===== config.mk =====
export PLATFORM = sky130hd
export DESIGN_NAME = mem_read_arbiter
export DESIGN_NICKNAME = d
export VERILOG_FILES = /design/src/rtl/mem_read_arbiter.sv
export SDC_FILE = /design/constraint.sdc
export NUM_CORES = 1
export LEC_CHECK = 0
export CAP_MARGIN = 20
export CORE_ASPECT_RATIO = 0.8
export CORE_MARGIN = 2
export CORE_UTILIZATION = 39
export DETAILED_ROUTE_END_ITERATION = 10
export GPL_ROUTABILITY_DRIVEN = 0
export PLACE_DENSITY = 0.76
export SYNTH_ARGS = -nofsm -noshare
export SYNTH_HDL_FRONTEND = slang
export SYNTH_SLANG_ARGS = --single-unit

===== constraint.sdc =====
create_clock -name i_CLK -period 1.3 [get_ports i_CLK]
set_input_delay 0.195 -clock i_CLK [delete_from_list [all_inputs] [get_ports i_CLK]]
set_output_delay 0.195 -clock i_CLK [all_outputs]
set_load 0.02 [all_outputs]

===== src/rtl/mem_read_arbiter.sv =====
// Two-requester read arbiter in front of N_MEM memory blocks that share one read address.
// The run engine has priority; a starve counter forces a single host grant after STARVE_MAX waits.
module mem_read_arbiter #(
    parameter  int NB_ADDRESS = 10,
    parameter  int BITS_DATA  = 13,
    parameter  int N_MEM      = 4,
    parameter  int STARVE_MAX = 8,
    localparam int NB_BLK     = (N_MEM > 1) ? $clog2(N_MEM) : 1,
    localparam int NB_STARVE  = $clog2(STARVE_MAX + 1)
) (
    input  logic                       i_CLK,
    input  logic                       i_rst_n,
    input  logic                       i_run_req,
    input  logic [NB_ADDRESS-1:0]      i_run_raddr,
    output logic                       o_run_gnt,
    output logic                       o_run_rvalid,
    output logic [N_MEM*BITS_DATA-1:0] o_run_rdata,
    input  logic                       i_host_req,
    input  logic [NB_ADDRESS-1:0]      i_host_raddr,
    input  logic [NB_BLK-1:0]          i_host_blk,
    output logic                       o_host_gnt,
    output logic                       o_host_rvalid,
    output logic [BITS_DATA-1:0]       o_host_rdata,
    output logic [NB_ADDRESS-1:0]      o_mem_raddr,
    input  logic [N_MEM*BITS_DATA-1:0] i_mem_rdata,
    output logic                       o_busy
);

    typedef enum logic {
        PRI_RUN    = 1'b0,
        FORCE_HOST = 1'b1
    } arb_state_e;

    localparam logic [NB_STARVE-1:0] STARVE_LIM = NB_STARVE'(STARVE_MAX);

    arb_state_e           state_q, state_d;
    logic [NB_STARVE-1:0] starve_q, starve_d;

    logic                 s1_valid, s1_host;
    logic [NB_BLK-1:0]    s1_blk;
    logic [BITS_DATA-1:0] host_word;

    // NOTE: every output of a combinational block gets a default first, so no path can infer a latch.
    always_comb begin
        o_run_gnt  = 1'b0;
        o_host_gnt = 1'b0;
        if (i_rst_n) begin
            case (state_q)
                FORCE_HOST: begin
                    o_host_gnt = i_host_req;
                    o_run_gnt  = i_run_req && !i_host_req;
                end
                default: begin
                    o_run_gnt  = i_run_req;
                    o_host_gnt = i_host_req && !i_run_req;
                end
            endcase
        end
        starve_d = (i_host_req && !o_host_gnt) ? starve_q + NB_STARVE'(1) : '0;
        // The force state is entered on the same edge the counter reaches the limit, so it lasts one cycle.
        state_d  = (starve_d == STARVE_LIM) ? FORCE_HOST : PRI_RUN;
    end

    // NOTE: sequential state uses non-blocking assignments so every register samples pre-edge values.
    always_ff @(posedge i_CLK or negedge i_rst_n) begin
        if (!i_rst_n) begin
            state_q  <= PRI_RUN;
            starve_q <= '0;
        end else begin
            state_q  <= state_d;
            starve_q <= starve_d;
        end
    end

    // Stage 1: shared address register plus owner/block tag of the granted transfer.
    always_ff @(posedge i_CLK or negedge i_rst_n) begin
        if (!i_rst_n) begin
            o_mem_raddr <= '0;
            s1_valid    <= 1'b0;
            s1_host     <= 1'b0;
            s1_blk      <= '0;
        end else begin
            s1_valid <= o_run_gnt || o_host_gnt;
            s1_host  <= o_host_gnt;
            if (o_host_gnt) begin
                o_mem_raddr <= i_host_raddr;
                s1_blk      <= i_host_blk;
            end else if (o_run_gnt) begin
                o_mem_raddr <= i_run_raddr;
            end
        end
    end

    always_comb begin
        host_word = '0;
        for (int i = 0; i < N_MEM; i++) begin
            if (int'(s1_blk) == i) begin
                host_word = i_mem_rdata[i*BITS_DATA +: BITS_DATA];
            end
        end
    end

    // Stage 2: registered read data, updated only for its own owner so it holds otherwise.
    always_ff @(posedge i_CLK or negedge i_rst_n) begin
        if (!i_rst_n) begin
            o_run_rvalid  <= 1'b0;
            o_host_rvalid <= 1'b0;
            o_run_rdata   <= '0;
            o_host_rdata  <= '0;
        end else begin
            o_run_rvalid  <= s1_valid && !s1_host;
            o_host_rvalid <= s1_valid && s1_host;
            if (s1_valid && !s1_host) begin
                o_run_rdata <= i_mem_rdata;
            end
            if (s1_valid && s1_host) begin
                o_host_rdata <= host_word;
            end
        end
    end

    assign o_busy = s1_valid || o_run_rvalid || o_host_rvalid;

endmodule


==> results of run 1 <==
[worst min-delay path, delay by kind of cell]
family	cells	cell delay, ns
buf+inv	3	0.61
[path summary, 6_finish.rpt]
check,slack (ns),endpoint,cells past startpoint
min in group i_CLK,0.33,s1_host$_DFF_PN0_,4
hold / removal,0.05,starve_q[3]$_DFF_PN0_,3
hold reg to reg,0.48,o_host_rdata[4]$_DFFE_PN0P_,2
setup reg to reg,-0.04,o_run_rdata[11]$_DFFE_PN0P_,5
setup / recovery,-0.11,o_busy,2
max in group asynchronous,0.67,o_run_rdata[45]$_DFFE_PN0P_,3
[through the flow]
step	hold slack [ns]	power (mW)	worst slack, ns
finish	0.0500	8.81	-0.113
global route	0.0901	9.18	-0.160
CTS	0.0493	8.83	-0.132
detailed placement	0.125	6.32	-0.462
global placement	0.124	6.25	-0.439
floorplan	-0.101	4.87	0.0700
[timing repair]
| action | in CTS | in global routing |
|---|---|---|
| hold buffers | 1 | 0 |
| gates resized for setup | 102 | 23 |
| setup buffers | 5 | 4 |
| endpoints found under the hold margin | 2 | 0 |
| cloned | 3 | 3 |
| pin swaps | 2 | 3 |
| setup endpoints to repair | 104 | 60 |
[registers in the layout (all words and copies together) (netlist names), 2 cells and up]
register	count
o_host_rdata	13
o_run_rdata	52
o_mem_raddr	10
starve_q	4
s1_blk	2
[cells in the final DEF (no fill, tap or decap), drive strengths merged]
cell type / synthesis / layout
and2b: 1 / 1
xnor2: 1 / 1
a31oi: 10 / 10
xor2: 1 / 1
or2: 1 / 1
dlymetal6s2s: 0 / 1
o21a: 1 / 1
dlygate4sd2: 0 / 76
o221ai: 13 / 13
mux2i: 26 / 26
a21oi: 1 / 1
nor3: 1 / 1
or3: 1 / 1
and2: 1 / 1
nor2: 15 / 15
dlygate4sd3: 0 / 1
clkinvlp: 0 / 1
nand3: 13 / 13
clkinv: 0 / 1
o21ai: 11 / 11
mux2: 54 / 54
nand2: 16 / 16
inv: 4 / 4
clkbuf: 7 / 13
clkdlybuf4s15: 0 / 1
dfrtp: 86 / 86
buf: 11 / 39
ha: 1 / 1
clkdlybuf4s50: 0 / 75
nand2b: 2 / 2
bufinv: 0 / 2
[power breakdown]
| part | total [mW] | switching, mW | internal [mW] |
|---|---|---|---|
| registers | 3.38 | 0.260 | 3.12 |
| clock network | 2.69 | 1.02 | 1.67 |
| logic | 2.74 | 1.35 | 1.39 |
[cell type report]
| cell class | instances | area [µm²] | share of cell area |
|---|---|---|---|
| tap | 136 | 170 | 0.0273 |
| clock buffer | 11 | 233 | 0.0374 |
| sequential | 86 | 2150 | 0.346 |
| timing repair buffer | 195 | 1970 | 0.317 |
| multi-input combinational | 170 | 1610 | 0.259 |
| inverter | 4 | 15.0 | 0.00241 |
| clock inverter | 4 | 72.6 | 0.0116 |
[routing by layer]
| metal | vias to the layer above | wire [µm] |
|---|---|---|
| met5 | - | 0 |
| met4 | 0 | 190 |
| met3 | 14 | 757 |
| met2 | 116 | 5670 |
| met1 | 1530 | 4810 |
| li1 | 1378 | - |
[cell families (layout without fill, tap and decap cells)]
group | count (synthesis) | in the layout
buffers and inverters | 22 | 214
AND/OR/NAND/NOR | 51 | 51
XOR/XNOR | 2 | 2
flip-flops | 86 | 86
AO/OA/AOI/OAI | 36 | 36
adder cells (fa/ha/maj) | 1 | 1
multiplexers | 80 | 80
==> summary.txt, run 1 <==
Status
  – Status: finished, violations left
  – Failing checks: negative setup slack

STA
  – Clock Skew: 0.00562 ns
  – Hold Violations, Final: 0
  – Final Setup Violations: 37
  – Maximum clock frequency: 708 MHz
  – RSZ-0062 raised after global routing: yes
  – Final worst path period need: 1.41 ns
  – Slew Limit Fails: 0
  – Setup TNS: -0.820 ns
  – Worst slew margin: 0.540
  – Fin crit share: 1.09
  – Worst Slack Setup Final: -0.113 ns
  – Worst-margin pin slew: 0.690 ns

Route
  – DRC: 0
  – Pre-antenna DRT Iters: 4
  – Via count: 3,038
  – Via-per-instance ratio: 5.01
  – WL per Instance: 18.9 µm
  – Detail Route Antenna Nets: 0
  – Final WL: 11,400 µm
  – DRT iter0 DRCs: 98

Worst setup path
  – Crit path from: o_run_rvalid$_DFF_PN0_
  – Max incr delay on CP: 0.38 ns
  – Crit-path max FO: 2
  – Crit path capture type: primary output
  – Worst endpoint required time: 1.11 ns
  – CP Class: flip-flop to primary output
  – Critical path arrival: 1.22 ns
  – Cells along the critical path: or3_1, buf_6
  – Delay-heaviest family, CP: simple AND/OR/NAND/NOR gates
  – CP Buf/Inv Count: 1
  – R2R Path Start: s1_valid$_DFF_PN0_
  – Slowest CP cell: or3_1
  – CP Launch Type: flip-flop

Yosys
  – Post-Synth Adder-Cell Area: 0.00320
  – Sequential share of the synthesized area: 0.551
  – Syn Inst Count: 278
  – Post-synthesis simple-gate area fraction: 0.0596
  – Mean Syn Cell Area: 14.0 µm²
  – Top-count cell post-synth: dfrtp_1
  – Yosys Warn Count: 0
  – Cell area after synthesis: 3900 µm²
  – Area contributors post-synth: dfrtp_1 55%, mux2_4 19%, mux2i_1 6.7%
  – Yosys top cell area share: 0.551
  – Async S/R FF share, synth: 1.00
  – Netlist cell types: 31
  – Synth Area in Compound Gates: 0.0625
  – Yosys reg bits: 86
  – Synth cell count leaders: 86 x dfrtp_1, 49 x mux2_4, 26 x mux2i_1
  – Largest family of logic cells by synthesized area: multiplexers
  – Syn nets: 357
  – EDFF count, synth: 0
  – Synth area leader: dfrtp_1
  – Ys flop type: dfrtp_1
  – Xor/xnor share of the synthesized area: 0.00449
  – Multiplexer share of the synthesized area: 0.269

Floorplan
  – Die Width: 116 µm
  – Core Area: 9690 µm²
  – # rows: 32
  – Starting Density: 0.403
  – Die Y: 93.5 µm
  – Die area: 10,800 µm²
  – I/O pin total: 158

Power and ir drop
  – VDD IR-drop max: 0.000762 V
  – Static leakage: 2.97 nW
  – Cell Pwr Density: 1410 nW/µm²

Global routing
  – Busiest grt layer: met2
  – GRT Util Overall: 0.205
  – Initial antenna violation count: 0
  – First-pass GRT wire length: 16,900 µm
  – Largest net degree at the start of global routing: 53
  – Grt ovf: 0
  – Met2 global-route usage: 0.336
  – Vias in the first global route: 3,205
  – Met1 Usage GRT: 0.260
  – Grt met3 use: 0.0583

Final layout
  – Share of layout cells above drive strength 1: 0.249
  – Antenna Cells: 0
  – Area Overhead vs Synth: 59.5%
  – Fill count: 797
  – Finished Layout Cells: 606
  – Post-layout instance area: 6230 µm²
  – Fin util: 0.643
  – Net count reported at finish: 545

Clock tree
  – Clk sink count: 86
  – Clock buffer depth: 2
  – Total CTS buffers: 9
  – Root Driver: clkbuf_16
  – CTS clk-pin slew, worst paths: 0.06 ns
  – Clock Latency Late Sink: 0.33 ns
  – H-tree Lvls: 3
  – CTS tree: yes

Placement
  – Hpwl dp: 7490 µm
  – Placed Area: 5740 µm²
  – PortBufs: 157
  – Placed insts: 576

Worst hold path
  – HP Class: input port to async pin

Run
  – Max-cap violation count: 0
(Power assumes the default switching activity.)
==> run 2, diff against run 1 <==
--- a/config.mk
+++ b/config.mk
@@ -5,13 +5,14 @@
 export SDC_FILE = /design/constraint.sdc
 export NUM_CORES = 1
 export LEC_CHECK = 0
+export ABC_AREA = 1
 export CAP_MARGIN = 20
 export CORE_ASPECT_RATIO = 0.8
 export CORE_MARGIN = 2
 export CORE_UTILIZATION = 39
 export DETAILED_ROUTE_END_ITERATION = 10
 export GPL_ROUTABILITY_DRIVEN = 0
-export PLACE_DENSITY = 0.76
+export PLACE_DENSITY = 0.77
 export SYNTH_ARGS = -nofsm -noshare
 export SYNTH_HDL_FRONTEND = slang
 export SYNTH_SLANG_ARGS = --single-unit
==> run 2 against run 1 <==
  * The run still ends with negative setup slack left
  * Worst hold slack better by 0.041 ns
  * Cell area shrank 4.1%
  * Final cell count is 28% higher
==> summary.txt, run 2 <==
Worst setup path
  – Crit-path max FO: 2
  – Cells along the critical path: or3_4, buf_6
  – Crit path capture type: primary output
  – FF-to-FF setup slack: 0.08 ns
  – Reg-to-reg endpoint: o_host_rdata[12]$_DFFE_PN0P_
  – Critical Path Sink: o_busy
  – Critical path arrival: 1.25 ns
  – Delay-heaviest family, CP: simple AND/OR/NAND/NOR gates
  – Worst endpoint required time: 1.11 ns
  – CP Class: flip-flop to primary output
  – Max incr delay on CP: 0.39 ns
  – Crit path from: o_run_rvalid$_DFF_PN0_
  – CP Buf/Inv Count: 1
  – CP Launch Type: flip-flop
  – Critical path depth: 2
  – FF-to-FF path depth: 6
  – R2R Path Start: s1_blk[0]$_DFFE_PN0P_
  – Slowest CP cell: or3_4

Route
  – Final WL: 12,000 µm
  – Detail Route Antenna Nets: 0
  – Pre-antenna DRT Iters: 5
  – WL per Instance: 15.4 µm
  – DRC: 0
  – Via count: 3,762
  – Via-per-instance ratio: 4.84
  – DRT iter0 DRCs: 272

STA
  – Setup TNS: -0.176 ns
  – RSZ-0062 raised after global routing: yes
  – Worst slew margin: 0.703
  – Worst Slack Setup Final: -0.141 ns
  – Slew Limit Fails: 0
  – Hold Slack: 0.0906 ns
  – Maximum clock frequency: 694 MHz
  – Final Setup Violations: 3
  – Final worst path period need: 1.44 ns
  – Fin crit share: 1.11
  – Worst-margin pin slew: 0.445 ns
  – Hold Violations, Final: 0
  – Clock Skew: 0.00479 ns

Final layout
  – Area Overhead vs Synth: 56.0%
  – Largest register FFs: 52
  – Commonest cells after routing, fill and taps aside: 233 x nand2_1, 85 x dfrtp_1, 75 x dlygate4sd2_1
  – Most flops, register: o_run_rdata
  – Largest registers: o_run_rdata: 52 flops, o_host_rdata: 13 flops, o_mem_raddr: 10 flops
  – Net count reported at finish: 732
  – Post-layout instance area: 5970 µm²
  – Share of layout cells above drive strength 1: 0.0942
  – Commonest non-fill, non-tap cell in the layout: nand2_1
  – Fin util: 0.621
  – Fill count: 852
  – Finished Layout Cells: 777
  – Antenna Cells: 0

Run
  – Max-cap violation count: 0

Clock tree
  – CTS Hold Bufs: 0
  – CTS clk-pin slew, worst paths: 0.06 ns
  – H-tree Lvls: 3
  – Clk sink count: 86
  – Total CTS buffers: 9
  – Clock buffer depth: 2
  – Root Driver: clkbuf_16
  – CTS tree: yes
  – Clock Latency Late Sink: 0.33 ns

Power and ir drop
  – Net switching power: 2.71 mW
  – Cell Pwr Density: 1390 nW/µm²
  – Internal: 5.59 mW
  – Static leakage: 3.21 nW
  – Sequential share of power: 0.400
  – Switching Fraction: 0.326
  – Combinational share of power: 0.292
  – Power share of the clock group: 0.308
  – Tot Pwr: 8.29 mW
  – VDD IR-drop max: 0.000674 V

Yosys
  – Top-count cell post-synth: nand2_1
  – Synth cell count leaders: 236 x nand2_1, 86 x dfrtp_1, 43 x inv_1
  – Synth area leader: dfrtp_1
  – Cell area after synthesis: 3830 µm²
  – Yosys Warn Count: 0
  – Yosys top cell area share: 0.562
  – Yosys reg bits: 86
  – Async S/R FF share, synth: 1.00
  – Mean Syn Cell Area: 7.98 µm²
  – Ys flop type: dfrtp_1
  – Area contributors post-synth: dfrtp_1 56%, nand2_1 23%, inv_1 4.2%
  – Sequential share of the synthesized area: 0.562
  – Netlist cell types: 21
  – Syn nets: 559
  – Syn Inst Count: 480
  – EDFF count, synth: 0

Floorplan
  – Die area: 10,600 µm²
  – Starting Density: 0.398
  – I/O pin total: 158
  – Core Area: 9610 µm²
  – Die Width: 115 µm
  – # rows: 32
  – Die Y: 92.6 µm

Global routing
  – Grt ovf: 0
  – GRT Util Overall: 0.227
  – Largest net degree at the start of global routing: 87
  – Vias in the first global route: 3,717
  – Initial antenna violation count: 0
  – First-pass GRT wire length: 18,700 µm

Placement
  – Worst slack, placed: -0.559 ns
  – PortBufs: 157
  – Hpwl dp: 8770 µm
  – Placed Area: 5630 µm²
  – Placed insts: 755

Worst hold path
  – HP Class: input port to async pin

Status
  – Failing checks: negative setup slack
  – Status: finished, violations left
## run 2: cell types whose count changed after synthesis, sizes merged, moves of 14 or more
cell   previous run  this run
mux2             54         0
a21oi             1        15
inv               4        44
mux2i            26         0
o21ai            11        29
nand2            16       237
## run 2: final cells by class
type                       count  area [µm²]  share of cell area
multi-input combinational    329        1430               0.240
tap                          119         149              0.0249
clock inverter                 6        70.1              0.0117
clock buffer                  10         229              0.0383
timing repair buffer         183        1770               0.296
inverter                      44         168              0.0281
sequential                    86        2150               0.361
## run 2: kinds of logic (layout without fill, tap and decap cells)
| logic type | after synthesis | after routing | synth area share |
|---|---|---|---|
| AO/OA/AOI/OAI | 45 | 45 | 0.0595 |
| adder cells (fa/ha/maj) | 1 | 1 | 0.00327 |
| buffers and inverters | 66 | 243 | 0.0758 |
| flip-flops | 86 | 86 | 0.562 |
| AND/OR/NAND/NOR | 282 | 283 | 0.299 |
## run 2: power by group through the flow
stage	combinational, mW	sequential (mW)	clock [mW]
final	2.42	3.32	2.55
after CTS	2.34	3.31	2.62
after global placement	2.55	3.36	0
after global routing	2.63	3.37	2.74
after detailed placement	2.60	3.37	0
after floorplan	0.681	3.84	0
## run 2: repair_timing
action | CTS | global route
setup buffers | 0 | 3
endpoints found under the setup margin | 93 | 32
gates resized for setup | 101 | 23
cloned | 0 | 3
pin swaps | 1 | 7
## run 2: routing by layer
metal / GRT usage / up-vias / part of all wire
li1: - / 1829 / -
met1: 0.288 / 1747 / 0.41
met2: 0.384 / 173 / 0.48
met3: 0.0641 / 13 / 0.090
met4: 0.0612 / 0 / 0.013
met5: 0 / - / 0
## run 2: worst min-delay path by stage
stage | to | depth (start not counted) | startpoint | slack [ns]
after global placement | o_run_rdata[2]$_DFFE_PN0P_ | 2 | o_run_rdata[2]$_DFFE_PN0P_ | 0.45
after detailed placement | starve_q[0]$_DFF_PN0_ | 3 | i_rst_n | 0.46
final | starve_q[0]$_DFF_PN0_ | 3 | i_rst_n | 0.09
after CTS | starve_q[0]$_DFF_PN0_ | 3 | i_rst_n | 0.11
after global routing | starve_q[0]$_DFF_PN0_ | 3 | i_rst_n | 0.12
after floorplan | o_host_rdata[0]$_DFFE_PN0P_ | 0 | i_rst_n | -0.10
## run 2: tightest hold or removal path: stages
cell and delay, ns:
buf_4 0.14, buf_4 0.14, buf_12 0.37
==> run 3, diff against run 2 <==
--- a/config.mk
+++ b/config.mk
@@ -10,9 +10,11 @@
 export CORE_ASPECT_RATIO = 0.8
 export CORE_MARGIN = 2
 export CORE_UTILIZATION = 39
+export CTS_CLUSTER_SIZE = 14
 export DETAILED_ROUTE_END_ITERATION = 10
 export GPL_ROUTABILITY_DRIVEN = 0
 export PLACE_DENSITY = 0.77
 export SYNTH_ARGS = -nofsm -noshare
 export SYNTH_HDL_FRONTEND = slang
 export SYNTH_SLANG_ARGS = --single-unit
+export TNS_END_PERCENT = 10
==> run 3 against run 2 <==
  * The flow still finishes with violations (negative setup slack)
  * Clock skew about the same
  * Routed wire length decreased by 2.7%
  * Register-to-register slack got worse by 0.04 ns
  * Sequential power barely moved
  * Via count is 0.85% lower
  * Global-route usage unchanged
  * Combinational power decreased by 2%
  * Non-clock buffer count decreased by 4
  * Final cell count fell by 0.51%
==> summary.txt, run 3 (synthesized netlist as in run 2, its figures left out) <==
STA
  – Worst Slack Setup Final: -0.138 ns
  – Maximum clock frequency: 696 MHz
  – RSZ-0062 raised after global routing: yes
  – Slew Limit Fails: 0
  – Worst-margin pin slew: 0.455 ns
  – Fin crit share: 1.11
  – Clock Skew: 0.00447 ns
  – Hold Violations, Final: 0
  – Worst slew margin: 0.697
  – Final Setup Violations: 3
  – Final worst path period need: 1.44 ns

Clock tree
  – Clock buffer depth: 2
  – Root Driver: clkbuf_16
  – CTS Hold Bufs: 0
  – Total CTS buffers: 9
  – Clk sink count: 86
  – CTS clk-pin slew, worst paths: 0.06 ns
  – Clock Latency Late Sink: 0.33 ns
  – CTS tree: yes
  – H-tree Lvls: 3

Worst setup path
  – Crit path from: o_run_rvalid$_DFF_PN0_
  – Crit-path max FO: 2
  – CP Class: flip-flop to primary output
  – Critical path arrival: 1.24 ns
  – R2R Path Start: s1_blk[1]$_DFFE_PN0P_
  – FF-to-FF path depth: 8
  – Crit path capture type: primary output
  – FF-to-FF setup slack: 0.04 ns
  – Reg-to-reg endpoint: o_host_rdata[7]$_DFFE_PN0P_
  – Critical Path Sink: o_busy
  – Worst endpoint required time: 1.11 ns
  – CP Launch Type: flip-flop

Global routing
  – Largest net degree at the start of global routing: 87
  – Vias in the first global route: 3,717
  – First-pass GRT wire length: 18,700 µm
  – GRT Util Overall: 0.227
  – Initial antenna violation count: 0
  – Grt ovf: 0

Final layout
  – Antenna Cells: 0
  – Area Overhead vs Synth: 54.1%
  – Commonest non-fill, non-tap cell in the layout: nand2_1
  – Commonest cells after routing, fill and taps aside: 235 x nand2_1, 85 x dfrtp_1, 75 x clkdlybuf4s50_1, 75 x dlygate4sd2_1, 41 x inv_1
  – Net count reported at finish: 728
  – Most flops, register: o_run_rdata
  – Largest register FFs: 52
  – Largest registers: o_run_rdata: 52 flops, o_host_rdata: 13 flops, o_mem_raddr: 10 flops
  – Fin util: 0.614
  – Share of layout cells above drive strength 1: 0.0872

Placement
  – Hpwl dp: 8770 µm
  – Worst slack, placed: -0.559 ns
  – PortBufs: 157

Route
  – Detail Route Antenna Nets: 0
  – Pre-antenna DRT Iters: 4
  – DRC: 0
  – WL per Instance: 15.0 µm
  – DRT iter0 DRCs: 259
  – Via-per-instance ratio: 4.83
  – Via count: 3,730
  – Final WL: 11,600 µm

Power and ir drop
  – VDD IR-drop max: 0.000671 V
  – Static leakage: 3.17 nW
  – Cell Pwr Density: 1400 nW/µm²
  – Tot Pwr: 8.25 mW

Floorplan
  – Die Width: 115 µm
  – Starting Density: 0.398
  – Die area: 10,600 µm²
  – Die Y: 92.6 µm
  – I/O pin total: 158
  – # rows: 32
  – Core Area: 9610 µm²

Status
  – Status: finished, violations left
  – Failing checks: negative setup slack

Worst hold path
  – HP Class: input port to async pin

Run
  – Max-cap violation count: 0
-- run 3: cell types whose count changed in the layout (fill, tap and decap cells not counted), sizes merged --
cell,previous run,this run
clkbuf,12,10
clkdlybuf4s50,74,75
buf,29,27
dlymetal6s2s,2,1
-- run 3: area by class of cell --
cell class                      count  area (µm²)
Fill cell                         860        3710
Sequential cell                    86        2150
Timing Repair Buffer              179        1700
Multi-Input combinational cell    329        1430
Clock buffer                       10         229
Inverter                           44         165
Tap cell                          119         149
Clock inverter                      6        70.1
-- run 3: how the worst min path moves through the flow --
stage / endpoint / slack, ns / depth (start not counted)
4_1_cts: starve_q[0]$_DFF_PN0_ / 0.11 / 3
3_3_place_gp: o_run_rdata[2]$_DFFE_PN0P_ / 0.45 / 2
5_1_grt: starve_q[0]$_DFF_PN0_ / 0.14 / 3
2_1_floorplan: o_host_rdata[0]$_DFFE_PN0P_ / -0.10 / 0
6_report: starve_q[0]$_DFF_PN0_ / 0.10 / 3
3_5_place_dp: starve_q[0]$_DFF_PN0_ / 0.46 / 3
-- run 3: through the flow --
stage / hold WS, ns / setup TNS, ns / std cells / cell area [µm²]
detailed placement: 0.457 / -5.91 / 755 / 5630
global placement: 0.454 / -4.75 / 755 / 5630
global route: 0.137 / -0.502 / 773 / 5900
CTS: 0.106 / -0.272 / 771 / 5850
floorplan: -0.101 / 0 / 480 / 3830
finish: 0.101 / -0.213 / 773 / 5900
-- run 3: repair_timing --
action | in CTS | in global routing
cloned | 0 | 1
buffers inserted | 0 | 1
resized for setup | 101 | 17
pin swaps | 1 | 5
endpoints found under the setup margin | 93 | 32
-- run 3: routing by layer --
metal,vias up,part of all wire,track usage
li1,1819,-,-
met1,1729,0.41,0.288
met2,169,0.48,0.384
met3,13,0.091,0.0641
met4,0,0.014,0.0612
met5,-,0,0
-- run 3: report_power, final --
part	total [mW]	switching, mW	internal, mW	leakage (nW)
Combinational	2.37	1.40	0.971	1.97
Clock	2.55	1.05	1.50	0.136
Sequential	3.32	0.239	3.08	1.06
-- run 3: critical path: stages, from the launching register on --
cell and delay [ns]:
dfrtp_1 0.38, or3_4 0.39, buf_6 0.14
